<file path="src/rtl/rain_pkg.sv">
// Shared constants and types for the rain-sensor front end.
// Default geometry and the debouncer state encoding live here.
package rain_pkg;

  localparam int NBITS_CHUVA  = 6;
  localparam int CHUVA_MAX    = 2**NBITS_CHUVA - 1;
  localparam int WINDOW_DEF   = 8;
  localparam int DEBOUNCE_DEF = 2;

  typedef enum logic [1:0] {
    DB_LOW,
    DB_RISE,
    DB_HIGH,
    DB_FALL
  } db_state_t;

endpackage

</file>
<file path="src/rtl/rain_drop_counter_if.sv">
// Sensor input and count outputs of the rain front end, bundled for the wiper controller.
// The master side drives the raw sensor and consumes the counts.
interface rain_drop_counter_if #(
  parameter int NBITS_CHUVA = rain_pkg::NBITS_CHUVA
);

  logic                   drop_in;
  logic [NBITS_CHUVA-1:0] chuva;
  logic                   chuva_valid;
  logic [NBITS_CHUVA-1:0] chuva_live;
  logic                   overflow;

  modport master (
    output drop_in,
    input  chuva, chuva_valid, chuva_live, overflow
  );

  modport slave (
    input  drop_in,
    output chuva, chuva_valid, chuva_live, overflow
  );

endinterface

</file>
<file path="src/rtl/drop_debouncer.sv">
// Two-flop synchroniser plus a four-state debouncer for the raw drop detector.
// o_drop_evt pulses for one cycle when a debounced rising edge is accepted.
module drop_debouncer
  import rain_pkg::*;
#(
  parameter int DEBOUNCE = DEBOUNCE_DEF
) (
  input  logic clk_2,
  input  logic reset_n,
  input  logic i_drop_in,
  output logic o_drop_evt
);

  localparam int             CW       = $clog2(DEBOUNCE + 1);
  localparam logic [CW-1:0]  CNT_LAST = CW'(DEBOUNCE - 1);

  logic [1:0]    r_sync;
  db_state_t     r_state;
  db_state_t     w_state_nxt;
  logic [CW-1:0] r_deb_cnt;
  logic [CW-1:0] w_cnt_nxt;
  logic          w_drop_s;
  logic          w_evt;

  assign w_drop_s = r_sync[1];

  // The transition fires on the sample that would bring deb_cnt up to DEBOUNCE,
  // so the counter is cleared instead of ever holding DEBOUNCE itself.
  always_comb begin
    // NOTE: every output of this block gets a default first, otherwise a missed branch infers a latch.
    w_state_nxt = r_state;
    w_cnt_nxt   = r_deb_cnt;
    w_evt       = 1'b0;
    case (r_state)
      DB_LOW: begin
        if (w_drop_s) begin
          if (DEBOUNCE == 1) begin
            w_state_nxt = DB_HIGH;
            w_evt       = 1'b1;
          end else begin
            w_state_nxt = DB_RISE;
            w_cnt_nxt   = CW'(1);
          end
        end
      end
      DB_RISE: begin
        if (!w_drop_s) begin
          w_state_nxt = DB_LOW;
          w_cnt_nxt   = '0;
        end else if (r_deb_cnt == CNT_LAST) begin
          w_state_nxt = DB_HIGH;
          w_cnt_nxt   = '0;
          w_evt       = 1'b1;
        end else begin
          w_cnt_nxt = r_deb_cnt + 1'b1;
        end
      end
      DB_HIGH: begin
        if (!w_drop_s) begin
          if (DEBOUNCE == 1) begin
            w_state_nxt = DB_LOW;
          end else begin
            w_state_nxt = DB_FALL;
            w_cnt_nxt   = CW'(1);
          end
        end
      end
      DB_FALL: begin
        if (w_drop_s) begin
          w_state_nxt = DB_HIGH;
          w_cnt_nxt   = '0;
        end else if (r_deb_cnt == CNT_LAST) begin
          w_state_nxt = DB_LOW;
          w_cnt_nxt   = '0;
        end else begin
          w_cnt_nxt = r_deb_cnt + 1'b1;
        end
      end
      default: begin
        w_state_nxt = DB_LOW;
        w_cnt_nxt   = '0;
      end
    endcase
  end

  always_ff @(posedge clk_2 or negedge reset_n) begin
    if (!reset_n) begin
      r_sync    <= '0;
      r_state   <= DB_LOW;
      r_deb_cnt <= '0;
    end else begin
      // NOTE: non-blocking assignments so every flop samples pre-edge values; the sync chain depends on it.
      r_sync    <= {r_sync[0], i_drop_in};
      r_state   <= w_state_nxt;
      r_deb_cnt <= w_cnt_nxt;
    end
  end

  assign o_drop_evt = w_evt;

endmodule

</file>
<file path="src/rtl/rain_drop_counter.sv">
// Rain-sensor front end: debounced drops counted over a fixed window of clk_2 cycles,
// published as a saturated count with a one-cycle valid strobe and an overflow flag.
module rain_drop_counter #(
  parameter int WINDOW      = rain_pkg::WINDOW_DEF,
  parameter int DEBOUNCE    = rain_pkg::DEBOUNCE_DEF,
  parameter int NBITS_CHUVA = rain_pkg::NBITS_CHUVA
) (
  input  logic                clk_2,
  input  logic                reset_n,
  rain_drop_counter_if.slave  bus
);

  localparam int                     WW       = $clog2(WINDOW);
  localparam logic [WW-1:0]          WIN_LAST = WW'(WINDOW - 1);
  localparam logic [NBITS_CHUVA-1:0] CNT_MAX  = '1;

  logic                   w_drop_evt;
  logic [WW-1:0]          r_win_cnt;
  logic [NBITS_CHUVA-1:0] r_live;
  logic [NBITS_CHUVA-1:0] r_chuva;
  logic                   r_valid;
  logic                   r_overflow;
  logic                   r_ovf_pend;
  logic [NBITS_CHUVA:0]   w_sum;
  logic [NBITS_CHUVA-1:0] w_sat;
  logic                   w_win_end;

  drop_debouncer #(
    .DEBOUNCE (DEBOUNCE)
  ) u_debouncer (
    .clk_2      (clk_2),
    .reset_n    (reset_n),
    .i_drop_in  (bus.drop_in),
    .o_drop_evt (w_drop_evt)
  );

  // One extra bit catches the step past the maximum; the live count itself never exceeds it.
  assign w_sum     = {1'b0, r_live} + {{NBITS_CHUVA{1'b0}}, w_drop_evt};
  assign w_sat     = w_sum[NBITS_CHUVA] ? CNT_MAX : w_sum[NBITS_CHUVA-1:0];
  assign w_win_end = (r_win_cnt == WIN_LAST);

  // r_ovf_pend remembers a clipped drop anywhere in the window, since r_live hides it once pinned.
  always_ff @(posedge clk_2 or negedge reset_n) begin
    if (!reset_n) begin
      r_win_cnt  <= '0;
      r_live     <= '0;
      r_chuva    <= '0;
      r_valid    <= 1'b0;
      r_overflow <= 1'b0;
      r_ovf_pend <= 1'b0;
    end else begin
      r_valid <= w_win_end;
      if (w_win_end) begin
        r_win_cnt  <= '0;
        r_chuva    <= w_sat;
        r_overflow <= r_ovf_pend | w_sum[NBITS_CHUVA];
        r_ovf_pend <= 1'b0;
        r_live     <= '0;
      end else begin
        r_win_cnt  <= r_win_cnt + 1'b1;
        r_live     <= w_sat;
        r_ovf_pend <= r_ovf_pend | w_sum[NBITS_CHUVA];
      end
    end
  end

  assign bus.chuva       = r_chuva;
  assign bus.chuva_valid = r_valid;
  assign bus.chuva_live  = r_live;
  assign bus.overflow    = r_overflow;

endmodule

</file>
<file path="src/flat_wrapper.sv">
// flat-port wrapper written by rule: the top's interface ports become plain ports
module rain_drop_counter_flat 
#(
  parameter int WINDOW      = rain_pkg::WINDOW_DEF,
  parameter int DEBOUNCE    = rain_pkg::DEBOUNCE_DEF,
  parameter int NBITS_CHUVA = rain_pkg::NBITS_CHUVA
)
  (clk_2, reset_n, bus_drop_in, bus_chuva, bus_chuva_valid, bus_chuva_live, bus_overflow);
  rain_drop_counter_if #(.NBITS_CHUVA(NBITS_CHUVA)) bus_i ();
  input  logic clk_2;
  input  logic reset_n;
  input wire logic [$bits(bus_i.drop_in)-1:0] bus_drop_in;
  output wire logic [$bits(bus_i.chuva)-1:0] bus_chuva;
  output wire logic [$bits(bus_i.chuva_valid)-1:0] bus_chuva_valid;
  output wire logic [$bits(bus_i.chuva_live)-1:0] bus_chuva_live;
  output wire logic [$bits(bus_i.overflow)-1:0] bus_overflow;
  assign bus_i.drop_in = bus_drop_in;
  assign bus_chuva = bus_i.chuva;
  assign bus_chuva_valid = bus_i.chuva_valid;
  assign bus_chuva_live = bus_i.chuva_live;
  assign bus_overflow = bus_i.overflow;
  rain_drop_counter #(.WINDOW(WINDOW), .DEBOUNCE(DEBOUNCE), .NBITS_CHUVA(NBITS_CHUVA)) u_core (.clk_2(clk_2), .reset_n(reset_n), .bus(bus_i));
endmodule
</file>
<file path="config.mk">
export PLATFORM = sky130hd
export DESIGN_NAME = rain_drop_counter_flat
export DESIGN_NICKNAME = d
export VERILOG_FILES = /design/src/rtl/rain_pkg.sv /design/src/rtl/rain_drop_counter_if.sv /design/src/rtl/drop_debouncer.sv /design/src/rtl/rain_drop_counter.sv /design/src/flat_wrapper.sv
export SDC_FILE = /design/constraint.sdc
export NUM_CORES = 1
export LEC_CHECK = 0
export ABC_AREA = 1
export BUFFER_PORTS_ARGS = -buffer_cell sky130_fd_sc_hd__buf_2
export CORE_MARGIN = 1
export CORE_UTILIZATION = 45
export DETAILED_ROUTE_END_ITERATION = 6
export MAX_ROUTING_LAYER = met4
export PLACE_DENSITY = 0.63
export SETUP_SLACK_MARGIN = 0.3
export SYNTH_ARGS = -nofsm -noshare
export SYNTH_HDL_FRONTEND = slang
export SYNTH_SLANG_ARGS = --single-unit
</file>
<file path="constraint.sdc">
create_clock -name clk_2 -period 1.9 [get_ports clk_2]
set_clock_uncertainty 0.2 [all_clocks]
set_input_delay 0.38 -clock clk_2 [delete_from_list [all_inputs] [get_ports clk_2]]
set_output_delay 0.38 -clock clk_2 [all_outputs]
set_load 0.005 [all_outputs]
</file>
; Word level (Yosys, flattened, before mapping)
; Index checks and enable logic that the tools add are counted.
[word_totals]
ram_bits = 0
romBits = 0
ff_bits = 24
input_bits = 3
latchBits = 0
out_inout_bits = 14
elab_cells = 44
n_memories = 0
[classes]
n_mul = 0
reduce_logical = 3
muxes = 19
n_eq_ne = 9
magnitude_cmp = 0
div = 0
n_shift = 0
add_sub_neg = 3
bitwise = 1
[ops]
columns = operator, count
row1 = two-way mux 2 bit, 10
row2 = case mux 2 bit (4 select lines), 2
row3 = two-way mux 6 bit, 2
row4 = adder 6 x 1 -> 7 bit, 1
row5 = != test 3 bit (second input constant), 2
row6 = == test 2 x 1 -> 1 bit (second input constant), 2
row7 = == test 2 bit (second input constant), 2
row8 = two-way mux 1 bit, 4
row9 = != test 2 bit (second input constant), 2
row10 = AND reduction 4 bit, 1
row11 = adder 3 x 1 -> 3 bit (second input constant), 1
row12 = == test 3 bit (second input constant), 1
row13 = two-way mux 3 bit, 1
row14 = adder 2 x 1 -> 2 bit (second input constant), 1
row15 = zero test 2 bit, 1
row16 = AND reduction 2 bit, 1
row17 = bitwise OR 1 bit, 1

; Logic depth before layout (Yosys ltp)
[logic_depth]
ltp_word = 7
ltp_mapped = 13
depth_no_buf = 13

; Cells and area by module
; From an unflattened synthesis, not the netlist that was laid out.
[unflattened]
cells_unflattened = 107
area_unflattened_um2 = 1029.7
[modules_own_cells]
columns = module, seq_area_each_um2, cells_each, area_per_inst_um2, instances
row1 = rain_drop_counter, 450.4, 82, 782.0, 1
row2 = drop_debouncer, 150.1, 25, 247.7, 1

; Least setup slack after synthesis
; Ideal clock, no wire load.
[synth_path]
path_kind = reg-to-reg
from = register u_core.u_debouncer.r_state[0]
to = register u_core.r_chuva[5], in the netlist u_core.bus.chuva[5]
setup_time_ns = 0.117
path_buffers = 0
setup_slack_ns = 0.200
stages_incl_launch_ff = 13
t_arrival_ns = 1.383
period_less_slack_ns = 1.700
required_time_ns = 1.583
path_cell_list = dfrtp_1 -> nand3_1 -> nor2_1 -> ha_1 -> ha_1 -> nand2_1 -> inv_2 -> nor2_1 -> nand2_1 -> nand2_1 -> nand2_1 -> nand2_1 -> nand2_1
[synth_via]
elab_chain_cells = 4
[synth_rtl]
columns = item, line_no
row1 = "start, declared", drop_debouncer.sv:18  ; db_state_t r_state;
row2 = "start signal, assigned", drop_debouncer.sv:94  ; r_state <= w_state_nxt;
row3 = == test 2 x 1 -> 1 bit, drop_debouncer.sv:34  ; case (r_state)
row4 = two-way mux 1 bit, drop_debouncer.sv:34
row5 = adder 6 x 1 -> 7 bit, rain_drop_counter.sv:38  ; assign w_sum = {1'b0, r_live} + {{NBITS_CHUVA{1'b0}}, w_drop_evt};
row6 = two-way mux 6 bit, rain_drop_counter.sv:39  ; assign w_sat = w_sum[NBITS_CHUVA] ? CNT_MAX : w_sum[NBITS_CHUVA-1:0];
row7 = "end signal, assigned", rain_drop_counter.sv:55  ; r_chuva <= w_sat;
row8 = "end, declared", rain_drop_counter.sv:20  ; logic [NBITS_CHUVA-1:0] r_chuva;
; No other way between the ends.
; A chain may end at the register's enable or synchronous reset.

; Worst setup path after layout
[layout_path]
from = register u_core.u_debouncer.r_deb_cnt[1]
to = register u_core.r_chuva[0], in the netlist u_core.bus.chuva[0]
[layout_via]
elab_chain_cells = 6
[layout_rtl]
columns = item, line_no
row1 = "start, declared", drop_debouncer.sv:20  ; logic [CW-1:0] r_deb_cnt;
row2 = "start signal, assigned", drop_debouncer.sv:95  ; r_deb_cnt <= w_cnt_nxt;
row3 = == test 2 x 1 -> 1 bit, drop_debouncer.sv:50  ; end else if (r_deb_cnt == CNT_LAST) begin
row4 = two-way mux 1 bit, drop_debouncer.sv:50
row5 = two-way mux 1 bit, drop_debouncer.sv:47  ; if (!w_drop_s) begin
row6 = two-way mux 1 bit, drop_debouncer.sv:34
row7 = adder 6 x 1 -> 7 bit, rain_drop_counter.sv:38
row8 = two-way mux 6 bit, rain_drop_counter.sv:39
; No other way between the ends.

==> flow_summary_export.csv <==
group,metric,value,unit
route,drt_iter0_markers,6,
worst_setup_path,worstSetupPathType,"reg -> reg",
global_route,grt_pass1_vias,660,
timing,setup_tns,0,ns
worst_hold_path,hold_path_class,"reg -> reg",
yosys,synth_top_family_by_area,"simple AND/OR/NAND/NOR gates",
timing,final_max_slew_viol_count,0,
clock_network,cts_tree,"built",
clock_network,clk-insertion-delay-late,0.31,ns
clock_network,h-tree-depth,1,
placement,place_area,0.00111,mm²
placement,port_buffers,16,
yosys,synthMuxAreaShare,0,%
clock_network,cts_buffers,3,
power_and_ir_drop,worst_ir_drop_vdd,0.651,mV
global_route,grtUsageTotal,16.4,%
yosys,ys_warn_count,0,
finish,stdcell_area,0.00127,mm²
worst_setup_path,cp_max_fo,4,
yosys,synth-simple-area-share,19.9,%
worst_hold_path,whs_path_depth,0,
floorplan,die-height,48.4,µm
power_and_ir_drop,p_per_area,867,mW/mm²
yosys,synth_nets,105,
power_and_ir_drop,p_leak,0.708,nW
run_status,run_status,"completed",
yosys,synth.distinct_cells,19,
yosys,synth_xor_area_share,0.903,%
worst_setup_path,reg2reg_slack,0.18,ns
worst_setup_path,cp.arrival,1.77,ns
route,drt_wl_total,1.74,mm
route,drc,0,
timing,finalSetupViolCount,0,
timing,period_needed,1.72,ns
floorplan,start_util,48.4,%
timing,slew_headroom,65.1,%
finish,antennaDiodeCount,0,
global_route,grt-ovfl-total,0,
route,via_per_inst,4.86,
finish,regArea,601,µm²
timing,rsz0062_at_grt,"yes",
worst_setup_path,slowest_stage,"dfrtp_1",
floorplan,rows,16,
finish,final_core_util,63.4,%
finish,syn_to_final_growth,31.0,%
global_route,grt_pass1_wl,2.78,mm
placement,place_inst,141,
yosys,netlist_instances,98,
timing,max_freq,582,MHz
worst_setup_path,slowest_delay,0.39,ns
timing,worstMarginPinSlew,0.523,ns
floorplan,die_area,0.00234,mm²
worst_hold_path,min_from,"u_core.u_debouncer.r_sync[0]$_DFF_PN0_",
yosys,synth_compound_area_share,7.10,%
clock_network,clkTransAtPathRegs,0.13,ns
clock_network,clock-sinks,24,
worst_setup_path,cp-end-kind,"flop",
clock_network,clockRootBuffer,"clkbuf_4",
yosys,yosysSeqAreaShare,61.9,%
yosys,synth_fa_ha_area_share,5.16,%
finish,final_cell_mix,"dfrtp_1 (24), nand2_1 (22), buf_2 (16)",
worst_setup_path,r2r_end,"u_core.bus.chuva[0]$_DFFE_PN0P_",
finish,multiInputGateArea,378,µm²
placement,dp_hpwl,1.17,mm
yosys,synth_area,970,µm²
global_route,antenna_found_initial,0,
worst_setup_path,critPathLaunchType,"flop",
timing,min_period_over_period,90.4,%
worst_setup_path,worst_path_dominant_cell_family,"simple AND/OR/NAND/NOR gates",
route,ant_nets,0,
clock_network,clockBufferDepth,2,
finish,mostFrequentLayoutCell,"dfrtp_1",
timing,hold_slack,0.161,ns
worst_hold_path,holdPathEnd,"u_core.u_debouncer.r_sync[1]$_DFF_PN0_",
finish,fin_nets,136,
finish,layout-drive-gt1-share,38.3,%
floorplan,io-pin-count,17,
yosys,ys_ff_latch,24,
floorplan,core_region_area,0.00200,mm²
worst_setup_path,worstPathRequired,1.96,ns
worst_setup_path,reg2reg_depth,11,
worst_setup_path,path_buf_inv,3,
worst_setup_path,r2r_start,"u_core.u_debouncer.r_deb_cnt[1]$_DFFE_PN0P_",
worst_setup_path,path_cells,"inv_2 > nand3_2 > nor2_1 > ha_2 > ha_4 > nand2_4 > inv_4 > nand3_4 > inv_4 > nor2_1 > o21ai_2",
global_route,grt_max_degree,25,
yosys,syn_area_per_cell,9.89,µm²
timing,hold_violations,0,
floorplan,dieWidth,48.4,µm
route,wl_per_cell,11.3,µm
route,drt_pass1_iterations,3,
job,cap_violations,0,
finish,final_cells,155,
finish,nFillCells,172,
placement,routabilityCongestion,0.853,
route,vias,753,
==> sequential cells by signal, summed over array words and instances (netlist names), named ones only <==
signal                        cells
u_core.bus.chuva                  6
u_core.bus.chuva_live             6
u_core.r_win_cnt                  3
u_core.u_debouncer.r_deb_cnt      2
u_core.u_debouncer.r_sync         2
u_core.bus.chuva_valid            1
u_core.bus.overflow               1
u_core.r_ovf_pend                 1
u_core.u_debouncer.r_state        1
==> routing by layer <==
metal / part of all wire (%) / global-route usage, % / up-vias
met4: 0.80 / 7.84 / 0
li1: - / - / 368
met1: 48 / 21.5 / 371
met2: 48 / 23.7 / 12
met5: 0 / - / -
met3: 2.8 / 4.40 / 2
==> synth_stat cells <==
| cell type | n | area (µm²) |
|---|---|---|
| and2_1 | 1 | 6.26 |
| xor2_1 | 1 | 8.76 |
| nand3_4 | 1 | 17.5 |
| o21ai_2 | 2 | 17.5 |
| a21oi_1 | 4 | 20.0 |
| nand2_1 | 25 | 93.8 |
| inv_2 | 3 | 11.3 |
| nor3b_1 | 1 | 7.51 |
| a31oi_1 | 1 | 6.26 |
| o21ai_0 | 3 | 15.0 |
| clkbuf_1 | 1 | 3.75 |
| clkinv_1 | 1 | 3.75 |
| dfrtp_1 | 24 | 601 |
| inv_1 | 8 | 30.0 |
| nand3_1 | 4 | 20.0 |
| o21ai_1 | 2 | 10.0 |
| ha_1 | 4 | 50.1 |
| nor2_1 | 11 | 41.3 |
| nand2_2 | 1 | 6.26 |
==> logic make-up after synthesis <==
logic type | Yosys count
buffers and inverters | 13
flip-flops | 24
AO/OA/AOI/OAI | 12
adder cells (fa/ha/maj) | 4
AND/OR/NAND/NOR | 44
XOR/XNOR | 1
==> per-stage QoR <==
step                      worst slack (ns)  power [W]
after global placement               0.177   0.000768
after detailed placement             0.136   0.000773
after global routing                0.0752    0.00117
after floorplan                      0.264   0.000714
final                                0.182    0.00110
after CTS                            0.183    0.00109
==> area by class of cell <==
type / instances / share of cell area, %
clock buffer: 4 / 2.86
multi-input combinational: 61 / 29.8
timing repair buffer: 27 / 13.2
sequential: 24 / 47.3
inverter: 12 / 4.24
tap: 27 / 2.66
==> worst max path at each step <==
| stage | startpoint | to | slack (ns) | depth (start not counted) |
|---|---|---|---|---|
| floorplan | u_core.u_debouncer.r_deb_cnt[1]$_DFFE_PN0P_ | u_core.bus.overflow$_DFFE_PN0P_ | 0.26 | 11 |
| global placement | u_core.u_debouncer.r_deb_cnt[1]$_DFFE_PN0P_ | u_core.bus.overflow$_DFFE_PN0P_ | 0.18 | 11 |
| detailed placement | u_core.u_debouncer.r_deb_cnt[1]$_DFFE_PN0P_ | u_core.bus.overflow$_DFFE_PN0P_ | 0.14 | 11 |
| CTS | u_core.u_debouncer.r_deb_cnt[1]$_DFFE_PN0P_ | u_core.bus.overflow$_DFFE_PN0P_ | 0.18 | 11 |
| global route | u_core.u_debouncer.r_deb_cnt[1]$_DFFE_PN0P_ | u_core.bus.chuva[3]$_DFFE_PN0P_ | 0.08 | 10 |
| finish | u_core.u_debouncer.r_deb_cnt[1]$_DFFE_PN0P_ | u_core.bus.chuva[0]$_DFFE_PN0P_ | 0.18 | 11 |
==> timing repair <==
action	4_1_cts	5_1_grt
hold endpoints to repair	25	0
endpoints found under the setup margin	14	14
buffers inserted	6	2
pin swaps	7	9
hold buffers	2	0
gates resized for setup	5	8
==> power breakdown <==
| group | switching [W] | leakage [nW] | internal, W |
|---|---|---|---|
| Sequential | 0.0000371 | 0.320 | 0.000567 |
| Combinational | 0.000112 | 0.367 | 0.000122 |
| Clock | 0.000147 | 0.0210 | 0.000117 |
Note: power is estimated with default switching activity, not from simulation.
